File: config.mk
export PLATFORM = sky130hd
export DESIGN_NAME = instr_fetch_unit_flat
export DESIGN_NICKNAME = d
export VERILOG_FILES = /design/src/rtl/instr_fetch_unit_if.sv /design/src/rtl/instr_fetch_unit.sv /design/src/flat_wrapper.sv
export SDC_FILE = /design/constraint.sdc
export NUM_CORES = 1
export LEC_CHECK = 0
export ABC_AREA = 1
export CORE_UTILIZATION = 37
export DETAILED_ROUTE_END_ITERATION = 12
export GPL_TIMING_DRIVEN = 0
export PLACE_DENSITY = 0.76
export SETUP_SLACK_MARGIN = 0.3
export SLEW_MARGIN = 20
export SYNTH_ARGS = -nofsm -noshare
export SYNTH_HDL_FRONTEND = slang
export SYNTH_SLANG_ARGS = --single-unit
File: constraint.sdc
create_clock -name clk -period 1 [get_ports clk]
set_input_delay 0.2 -clock clk [delete_from_list [all_inputs] [get_ports clk]]
set_output_delay 0.2 -clock clk [all_outputs]
set_load 0.02 [all_outputs]
File: src/rtl/instr_fetch_unit_if.sv
// Fetch-unit bundle: program-counter feedback, instruction-memory read port and decode handoff.
// The master side is the fetch sequencer; the slave side is counter/memory/decode.
interface instr_fetch_unit_if #(
    parameter int N  = 8,
    parameter int IW = 16
);
    logic [N-1:0]  pc_in;
    logic [N-1:0]  mem_addr;
    logic          mem_req;
    logic          mem_ack;
    logic [IW-1:0] mem_rdata;
    logic [N-1:0]  PCdata;
    logic          PCload;
    logic          PCinc;
    logic [IW-1:0] ir_out;
    logic          ir_valid;
    logic          ir_ready;
    logic          halted;

    modport master (
        input  pc_in, mem_ack, mem_rdata, ir_ready,
        output mem_addr, mem_req, PCdata, PCload, PCinc, ir_out, ir_valid, halted
    );

    modport slave (
        output pc_in, mem_ack, mem_rdata, ir_ready,
        input  mem_addr, mem_req, PCdata, PCload, PCinc, ir_out, ir_valid, halted
    );
endinterface

File: src/rtl/instr_fetch_unit.sv
// Fetch sequencer: reads the word at pc_in, latches it into the instruction register,
// steps or loads the program counter, and hands ordinary words to decode.
//
// state  | meaning
// IDLE   | one cycle after reset release
// FETCH  | mem_req held, waiting for mem_ack
// UPDATE | one-cycle PCinc (ordinary) or PCload (JMP) pulse
// ISSUE  | ir_valid high until decode accepts
// HALT   | HALT executed, only reset leaves
module instr_fetch_unit #(
    parameter int n  = 8,
    parameter int IW = 16
) (
    input  logic               clk,
    input  logic               rst_n,
    instr_fetch_unit_if.master bus
);
    localparam logic [3:0] OP_JMP  = 4'hF;
    localparam logic [3:0] OP_HALT = 4'hE;

    typedef enum logic [2:0] {
        S_IDLE,
        S_FETCH,
        S_UPDATE,
        S_ISSUE,
        S_HALT
    } state_t;

    state_t        state_q;
    logic          mem_req_q;
    logic [n-1:0]  pc_data_q;
    logic          pc_load_q;
    logic          pc_inc_q;
    logic [IW-1:0] ir_q;
    logic          ir_valid_q;
    logic          halted_q;

    always_ff @(posedge clk or negedge rst_n) begin
        if (!rst_n) begin
            state_q    <= S_IDLE;
            mem_req_q  <= 1'b0;
            pc_data_q  <= '0;
            pc_load_q  <= 1'b0;
            pc_inc_q   <= 1'b0;
            ir_q       <= '0;
            ir_valid_q <= 1'b0;
            halted_q   <= 1'b0;
        end else begin
            pc_inc_q  <= 1'b0;
            pc_load_q <= 1'b0;
            case (state_q)
                S_IDLE: begin
                    state_q   <= S_FETCH;
                    mem_req_q <= 1'b1;
                end
                S_FETCH: begin
                    if (bus.mem_ack) begin
                        ir_q      <= bus.mem_rdata;
                        mem_req_q <= 1'b0;
                        case (bus.mem_rdata[IW-1 -: 4])
                            OP_HALT: begin
                                state_q   <= S_HALT;
                                halted_q  <= 1'b1;
                                pc_data_q <= '0;
                            end
                            OP_JMP: begin
                                state_q   <= S_UPDATE;
                                pc_data_q <= bus.mem_rdata[n-1:0];
                                pc_load_q <= 1'b1;
                            end
                            default: begin
                                state_q  <= S_UPDATE;
                                pc_inc_q <= 1'b1;
                            end
                        endcase
                    end
                end
                S_UPDATE: begin
                    // A jump is consumed here and never reaches decode.
                    if (ir_q[IW-1 -: 4] == OP_JMP) begin
                        state_q   <= S_FETCH;
                        mem_req_q <= 1'b1;
                    end else begin
                        state_q    <= S_ISSUE;
                        ir_valid_q <= 1'b1;
                    end
                end
                S_ISSUE: begin
                    if (bus.ir_ready) begin
                        state_q    <= S_FETCH;
                        ir_valid_q <= 1'b0;
                        mem_req_q  <= 1'b1;
                    end
                end
                S_HALT: state_q <= S_HALT;
                default: begin
                    state_q   <= S_IDLE;
                    mem_req_q <= 1'b0;
                end
            endcase
        end
    end

    // pc_in is held stable by the counter throughout FETCH, so it drives the address directly.
    assign bus.mem_addr = (state_q == S_FETCH) ? bus.pc_in : '0;
    assign bus.mem_req  = mem_req_q;
    assign bus.PCdata   = pc_data_q;
    assign bus.PCload   = pc_load_q;
    assign bus.PCinc    = pc_inc_q;
    assign bus.ir_out   = ir_q;
    assign bus.ir_valid = ir_valid_q;
    assign bus.halted   = halted_q;
endmodule
File: src/flat_wrapper.sv
// flat-port wrapper written by rule: the top's interface ports become plain ports
module instr_fetch_unit_flat 
#(
    parameter int n  = 8,
    parameter int IW = 16
)
  (clk, rst_n, bus_pc_in, bus_mem_ack, bus_mem_rdata, bus_ir_ready, bus_mem_addr, bus_mem_req, bus_PCdata, bus_PCload, bus_PCinc, bus_ir_out, bus_ir_valid, bus_halted);
  instr_fetch_unit_if #(.IW(IW)) bus_i ();
  input  logic clk;
  input  logic rst_n;
  input wire logic [$bits(bus_i.pc_in)-1:0] bus_pc_in;
  input wire logic [$bits(bus_i.mem_ack)-1:0] bus_mem_ack;
  input wire logic [$bits(bus_i.mem_rdata)-1:0] bus_mem_rdata;
  input wire logic [$bits(bus_i.ir_ready)-1:0] bus_ir_ready;
  output wire logic [$bits(bus_i.mem_addr)-1:0] bus_mem_addr;
  output wire logic [$bits(bus_i.mem_req)-1:0] bus_mem_req;
  output wire logic [$bits(bus_i.PCdata)-1:0] bus_PCdata;
  output wire logic [$bits(bus_i.PCload)-1:0] bus_PCload;
  output wire logic [$bits(bus_i.PCinc)-1:0] bus_PCinc;
  output wire logic [$bits(bus_i.ir_out)-1:0] bus_ir_out;
  output wire logic [$bits(bus_i.ir_valid)-1:0] bus_ir_valid;
  output wire logic [$bits(bus_i.halted)-1:0] bus_halted;
  assign bus_i.pc_in = bus_pc_in;
  assign bus_i.mem_ack = bus_mem_ack;
  assign bus_i.mem_rdata = bus_mem_rdata;
  assign bus_i.ir_ready = bus_ir_ready;
  assign bus_mem_addr = bus_i.mem_addr;
  assign bus_mem_req = bus_i.mem_req;
  assign bus_PCdata = bus_i.PCdata;
  assign bus_PCload = bus_i.PCload;
  assign bus_PCinc = bus_i.PCinc;
  assign bus_ir_out = bus_i.ir_out;
  assign bus_ir_valid = bus_i.ir_valid;
  assign bus_halted = bus_i.halted;
  instr_fetch_unit #(.n(n), .IW(IW)) u_core (.clk(clk), .rst_n(rst_n), .bus(bus_i));
endmodule
-- Word level (Yosys, flattened, before mapping)
Cells that the tools add are included.
- register bits: 32
- bits in latches: 0
- bits in writable memories: 0
- ROM bits: 0
- bits of input ports: 28
- output and inout bits: 37
- logic and storage cells: 50
- memories: 0
- add/subtract/negate cells: 0
- multipliers: 0
- divide/modulo/power cells: 0
- magnitude comparators: 0
- equality and inequality tests: 11
- shift operators: 0
- mux-type cells: 20
- bitwise logic cells: 1
- reductions and logical operators: 10
- operator list (cell ; count):
    $pmux 8 s2 ; 1
    $pmux 3 s5 ; 1
    $eq 4x4->1 const B ; 3
    $mux 1 ; 11
    $mux 3 ; 3
    $reduce_and 3->1 ; 3
    $mux 8 ; 1
    $eq 3x2->1 const B ; 2
    $ne 2x2->1 const B ; 3
    $pmux 1 s5 ; 1
    $reduce_and 2->1 ; 2
    $reduce_and 4->1 ; 1
    $reduce_bool 2->1 ; 2
    $eq 3x1->1 const B ; 1
    $eq 3x3->1 const B ; 1
    $logic_not 3->1 ; 1
    $mux 2 ; 1
    $ne 2x1->1 const B ; 1
    $pmux 1 s2 ; 1
    $reduce_or 2->1 ; 1
    $not 1->1 ; 1

-- Longest topological paths before layout
- word-level depth: 5
- mapped depth: 8
- depth with buffers taken out: 7

-- Worst setup path before layout
No wires, ideal clock.
- path type: reg2out
- from: reg u_core.state_q[1]
- to: out bus_mem_addr[0]
- data arrival time: 1035 ps
- required time: 800 ps
- path slack: -235 ps
- stages on the path, launching flop included: 5
- cell sequence: dfrtp_1 -> inv_1 -> nand3_4 -> buf_6 -> nor2_1
- longest elaborated chain between the ends: 2
- ends and longest elaborated chain (item ; RTL line ; source):
    start, declared ; instr_fetch_unit.sv:29 ; state_t state_q;
    start signal, assigned ; instr_fetch_unit.sv:40 ; state_q <= S_IDLE;
    start signal, assigned ; instr_fetch_unit.sv:53 ; state_q <= S_FETCH;
    start signal, assigned ; instr_fetch_unit.sv:62 ; state_q <= S_HALT;
    $eq 3x1->1 ; instr_fetch_unit.sv:105 ; assign bus.mem_addr = (state_q == S_FETCH) ? bus.pc_in : '0;
    $mux 8 ; instr_fetch_unit.sv:105 ;
    end, declared ; flat_wrapper.sv:15 ; output wire logic [$bits(bus_i.mem_addr)-1:0] bus_mem_addr;
Every way passes these cells.

-- Worst setup path after layout
- from: reg u_core.state_q[1]
- to: out bus_mem_addr[4]
The elaborated chain is that of the path after synthesis.

==> results by stage <==
Power and ir drop:
- The largest voltage drop on the vdd net is 1840 uV.
- The part of the power in the clock network is 11.4%.
- The ratio of total power to cell area is 3120 nW/um^2.
- Per report_power, the sequential group accounts for 25.5% of the total.
- Of the total power, the share spent switching nets is 40.6%.
- Summed over all cells, the static leakage comes to 0.00143 uW.
- The part of the power in combinational logic is 63.1%.
- For this design the total switching power over the nets is 3700 uW.
- The cell-internal power is 5420 uW.

Worst setup path:
- The path type of the worst setup path is flop to output port.
- STA classifies the critical path startpoint as a flop.
- The largest stage delay on the critical path is 0.41 ns.
- The length in cells of the worst reg-to-reg path is 8.
- The largest individual stage delay along the critical path comes from the cell dfrtp_1.
- The worst setup path is captured at an output port.
- The critical path data arrival time is 1.29 ns.
- Walking the worst path, the cells encountered are inv_2, nand3_4, buf_8, nor2_4, buf_6.
- Data on the critical path is required at its endpoint by 0.80 ns.
- Of all nets on the critical path, the largest fanout is 5.

Placement:
- Buffers placed on the I/O ports in this run total 64.
- After legalization and detailed placement, the total HPWL measured 2400 um.
- The cell total after placement is 271.
- The placed instances occupy a cell area of 2160 um^2.
- Routability-driven placement finished with a final weighted congestion of 0.731.

STA:
- The final period utilization is 149%.
- Once routing completed, OpenROAD measured the worst setup slack at -0.488 ns.
- The number of max-slew violations in the final report is 0.
- The measured slew at the worst slew-check pin is 0.722 ns.
- Setup repair after global routing could not meet its margin everywhere.
- The clock period minus worst slack is 1.49 ns.
- The setup violation total in the final timing report is 67.
- The relative slew slack is 51.8%.
- The final hold violation count is 32.
- The tightest hold path in the finished design has a slack of -0.0338 ns.
- The worst clock skew is 0.00606 ns.
- For this run, the top clock speed supported by timing is 672 MHz.

Routing:
- The count of unresolved DRC violations after routing is 0.
- The detailed router placed 1460 vias in this run.
- The number of optimization iterations in the first detailed-route pass is 4.
- After detailed routing, the average wire length per cell comes to 15.7 um.
- The initial detailed-routing violation count is 55.
- The number of vias per cell is 4.65.
- The total wire length after detailed routing is 4940 um.
- The number of nets with antenna violations after routing is 0.

Finish:
- The ratio of cells with drive above 1 in the final layout is 57.1%.
- The area growth from synthesis to layout is 104%.
- The final design area excluding fillers is 2920 um^2.
- The number of antenna diodes in the final layout is 0.
- The filler-free cell count of the finished design is 314.
- The layout net count is 293.

Synth:
- The synthesized design contains 0 enable-type register cells.
- The async set or reset register ratio after synthesis is 100%.
- The mean instance size in the synthesized netlist is 9.00 um^2.
- The count of distinct cell types in the synthesized netlist is 17.
- The area share of the largest cell type after synthesis is 55.9%.
- By instance count, the leading cell after synthesis is nand2_1.
- For this run, the leading register cell type out of synthesis is dfrtp_1.
- The library cell with the largest summed area after synthesis is dfrtp_1.
- The post-synthesis instance area is 1430 um^2.
- The cell count after synthesis is 159.
- Sorting the synthesized cells by area gives the leading types as dfrtp_1, nand2_1, inv_1.
- Counting instances in the post-synthesis netlist gives the leading cell types as nand2_1, dfrtp_1, inv_1, nor2_1, o21ai_1.
- The count of yosys warnings during synthesis is 0.
- The share of the Yosys chip area taken by registers is 55.9%.
- The flop and latch count out of synthesis is 32.
- When the netlist entered floorplanning its net count stood at 187.

Global route:
- The via count of the first global-routing pass is 1401.
- The global-route wire length before repair is 6840 um.
- The number of antenna violations at the first check in global routing is 0.
- For this run, the total global-route usage over all layers was measured as 22.4%.
- After global routing the overflow that remains totals 0.
- Entering global routing, the biggest net connects 33 pins.

Clock tree:
- The total clock buffers created by CTS is 5.
- The number of H-tree levels is 2.
- At the later pin of the worst-skew pair, clock insertion delay measures 0.29 ns.
- The number of clock sinks seen by CTS is 32.
- The CTS tree is yes.
- The clock-pin slew on the worst setup and hold paths is 0.07 ns.
- Counting along the longest clock path gives a buffer depth of 2.
- The cell sitting at the root of the clock tree is a clkbuf_8.

Floorplan:
- For this configuration, the core starts out at a cell density of 38.8%.
- During I/O placement, the number of pins put on the boundary was 65.
- The total number of placement rows is 22.
- The die is 64.2 um wide.
- The die area is 4120 um^2.
- The die is 64.2 um tall.
- The floorplan step defined a core boundary enclosing 3690 um^2.

Outcome:
- The flow ran to the end, but the final reports show violations.
- The final reports fail on negative hold slack, negative setup slack.

Run:
- The number of violations of the max-capacitance limit is 0.

Worst hold path:
- The classification of the worst-slack hold path is primary input to asynchronous set/reset pin.
## layer usage
metal / wire (um) / up-vias / global-route usage, %
li1: - / 701 / -
met1: 1970 / 710 / 27.5
met3: 150 / 12 / 5.89
met5: 0 / - / 0
met2: 2700 / 37 / 37.6
met4: 116 / 0 / 8.61
## final timing paths
kind / to / slack [ns] / startpoint
max: bus_mem_addr[4] / -0.49 / u_core.state_q[1]
min: u_core.bus.ir_out[0] / -0.03 / rst_n
max reg2reg: u_core.bus.PCdata[1] / -0.38 / u_core.state_q[1]
min reg2reg: u_core.bus.halted / 0.49 / u_core.bus.halted
max in group asynchronous: u_core.bus.ir_out[15] / 0.52 / rst_n
min in group clk: u_core.bus.ir_out[11] / 0.45 / bus_mem_rdata[11]
## power by group through the flow
stage | combinational, uW | clock, uW | sequential (uW)
after global placement | 3450 | 0 | 2170
after detailed placement | 3490 | 0 | 2180
after floorplan | 1340 | 0 | 2780
after global routing | 6050 | 1100 | 2370
after CTS | 4650 | 1040 | 2250
final | 5750 | 1030 | 2330
## final cells by class
| type | instances | area, um^2 |
|---|---|---|
| Tap cell | 48 | 60.1 |
| Buffer | 3 | 45.0 |
| Fill cell | 211 | 766 |
| Clock buffer | 6 | 82.6 |
| Timing Repair Buffer | 99 | 1040 |
| Sequential cell | 32 | 807 |
| Inverter | 27 | 109 |
| Multi-Input combinational cell | 97 | 772 |
| Clock inverter | 2 | 10.0 |
## sequential cells by signal, indices dropped and copies added (netlist names)
| register | flops |
|---|---|
| u_core.state_q | 3 |
| u_core.bus.mem_req | 1 |
| u_core.bus.halted | 1 |
| u_core.bus.ir_out | 16 |
| u_core.bus.ir_valid | 1 |
| u_core.bus.PCinc | 1 |
| u_core.bus.PCload | 1 |
| u_core.bus.PCdata | 8 |
## per-stage QoR
stage,setup TNS (ns),util (%),hold WS [ns],setup slack (ns),power (uW)
6_report,-14.64,79.2,-0.0338,-0.488,9110
5_1_grt,-17.69,79.2,0.00805,-0.538,9530
4_1_cts,-13.40,70.9,-0.0283,-0.439,7940
3_5_place_dp,-22.71,58.6,0.287,-0.668,5670
3_3_place_gp,-50.56,58.8,0.452,-0.985,5620
2_1_floorplan,-3.44,-,-0.0956,-0.146,4110
## logic make-up (layout without fill, tap and decap cells)
group / Yosys count / after routing / share of synthesized area, %
compound gates: 22 / 22 / 9.88
buf+inv: 30 / 137 / 9.44
flops: 32 / 32 / 55.9
simple gates: 75 / 75 / 24.7
## cell usage in the layout (no fill, tap or decap), types with 5 or more instances in the layout
| master | count |
|---|---|
| inv_1 | 24 |
| clkbuf_8 | 6 |
| dfrtp_2 | 5 |
| buf_6 | 44 |
| clkdlybuf4s50_1 | 25 |
| o21ai_1 | 5 |
| dfrtp_1 | 27 |
| nand2_4 | 7 |
| buf_4 | 24 |
| nand2_2 | 14 |
| o21ai_2 | 14 |
| nor2_4 | 15 |
| nand2_1 | 25 |
## critical path, delay by kind of cell, from the launching register on
| kind | cells | cell delay, ns |
|---|---|---|
| simple gates | 2 | 0.21 |
| flops | 1 | 0.41 |
| buf+inv | 3 | 0.39 |
## what timing repair did
item / 4_1_cts / 5_1_grt
pin swaps: 7 / 10
gates resized for setup: 250 / 52
endpoints found under the setup margin: 69 / 69
setup buffers: 15 / 17
hold endpoints to repair: 32 / 0
cloned: 3 / 0
Note: power is estimated with default switching activity, not from simulation.
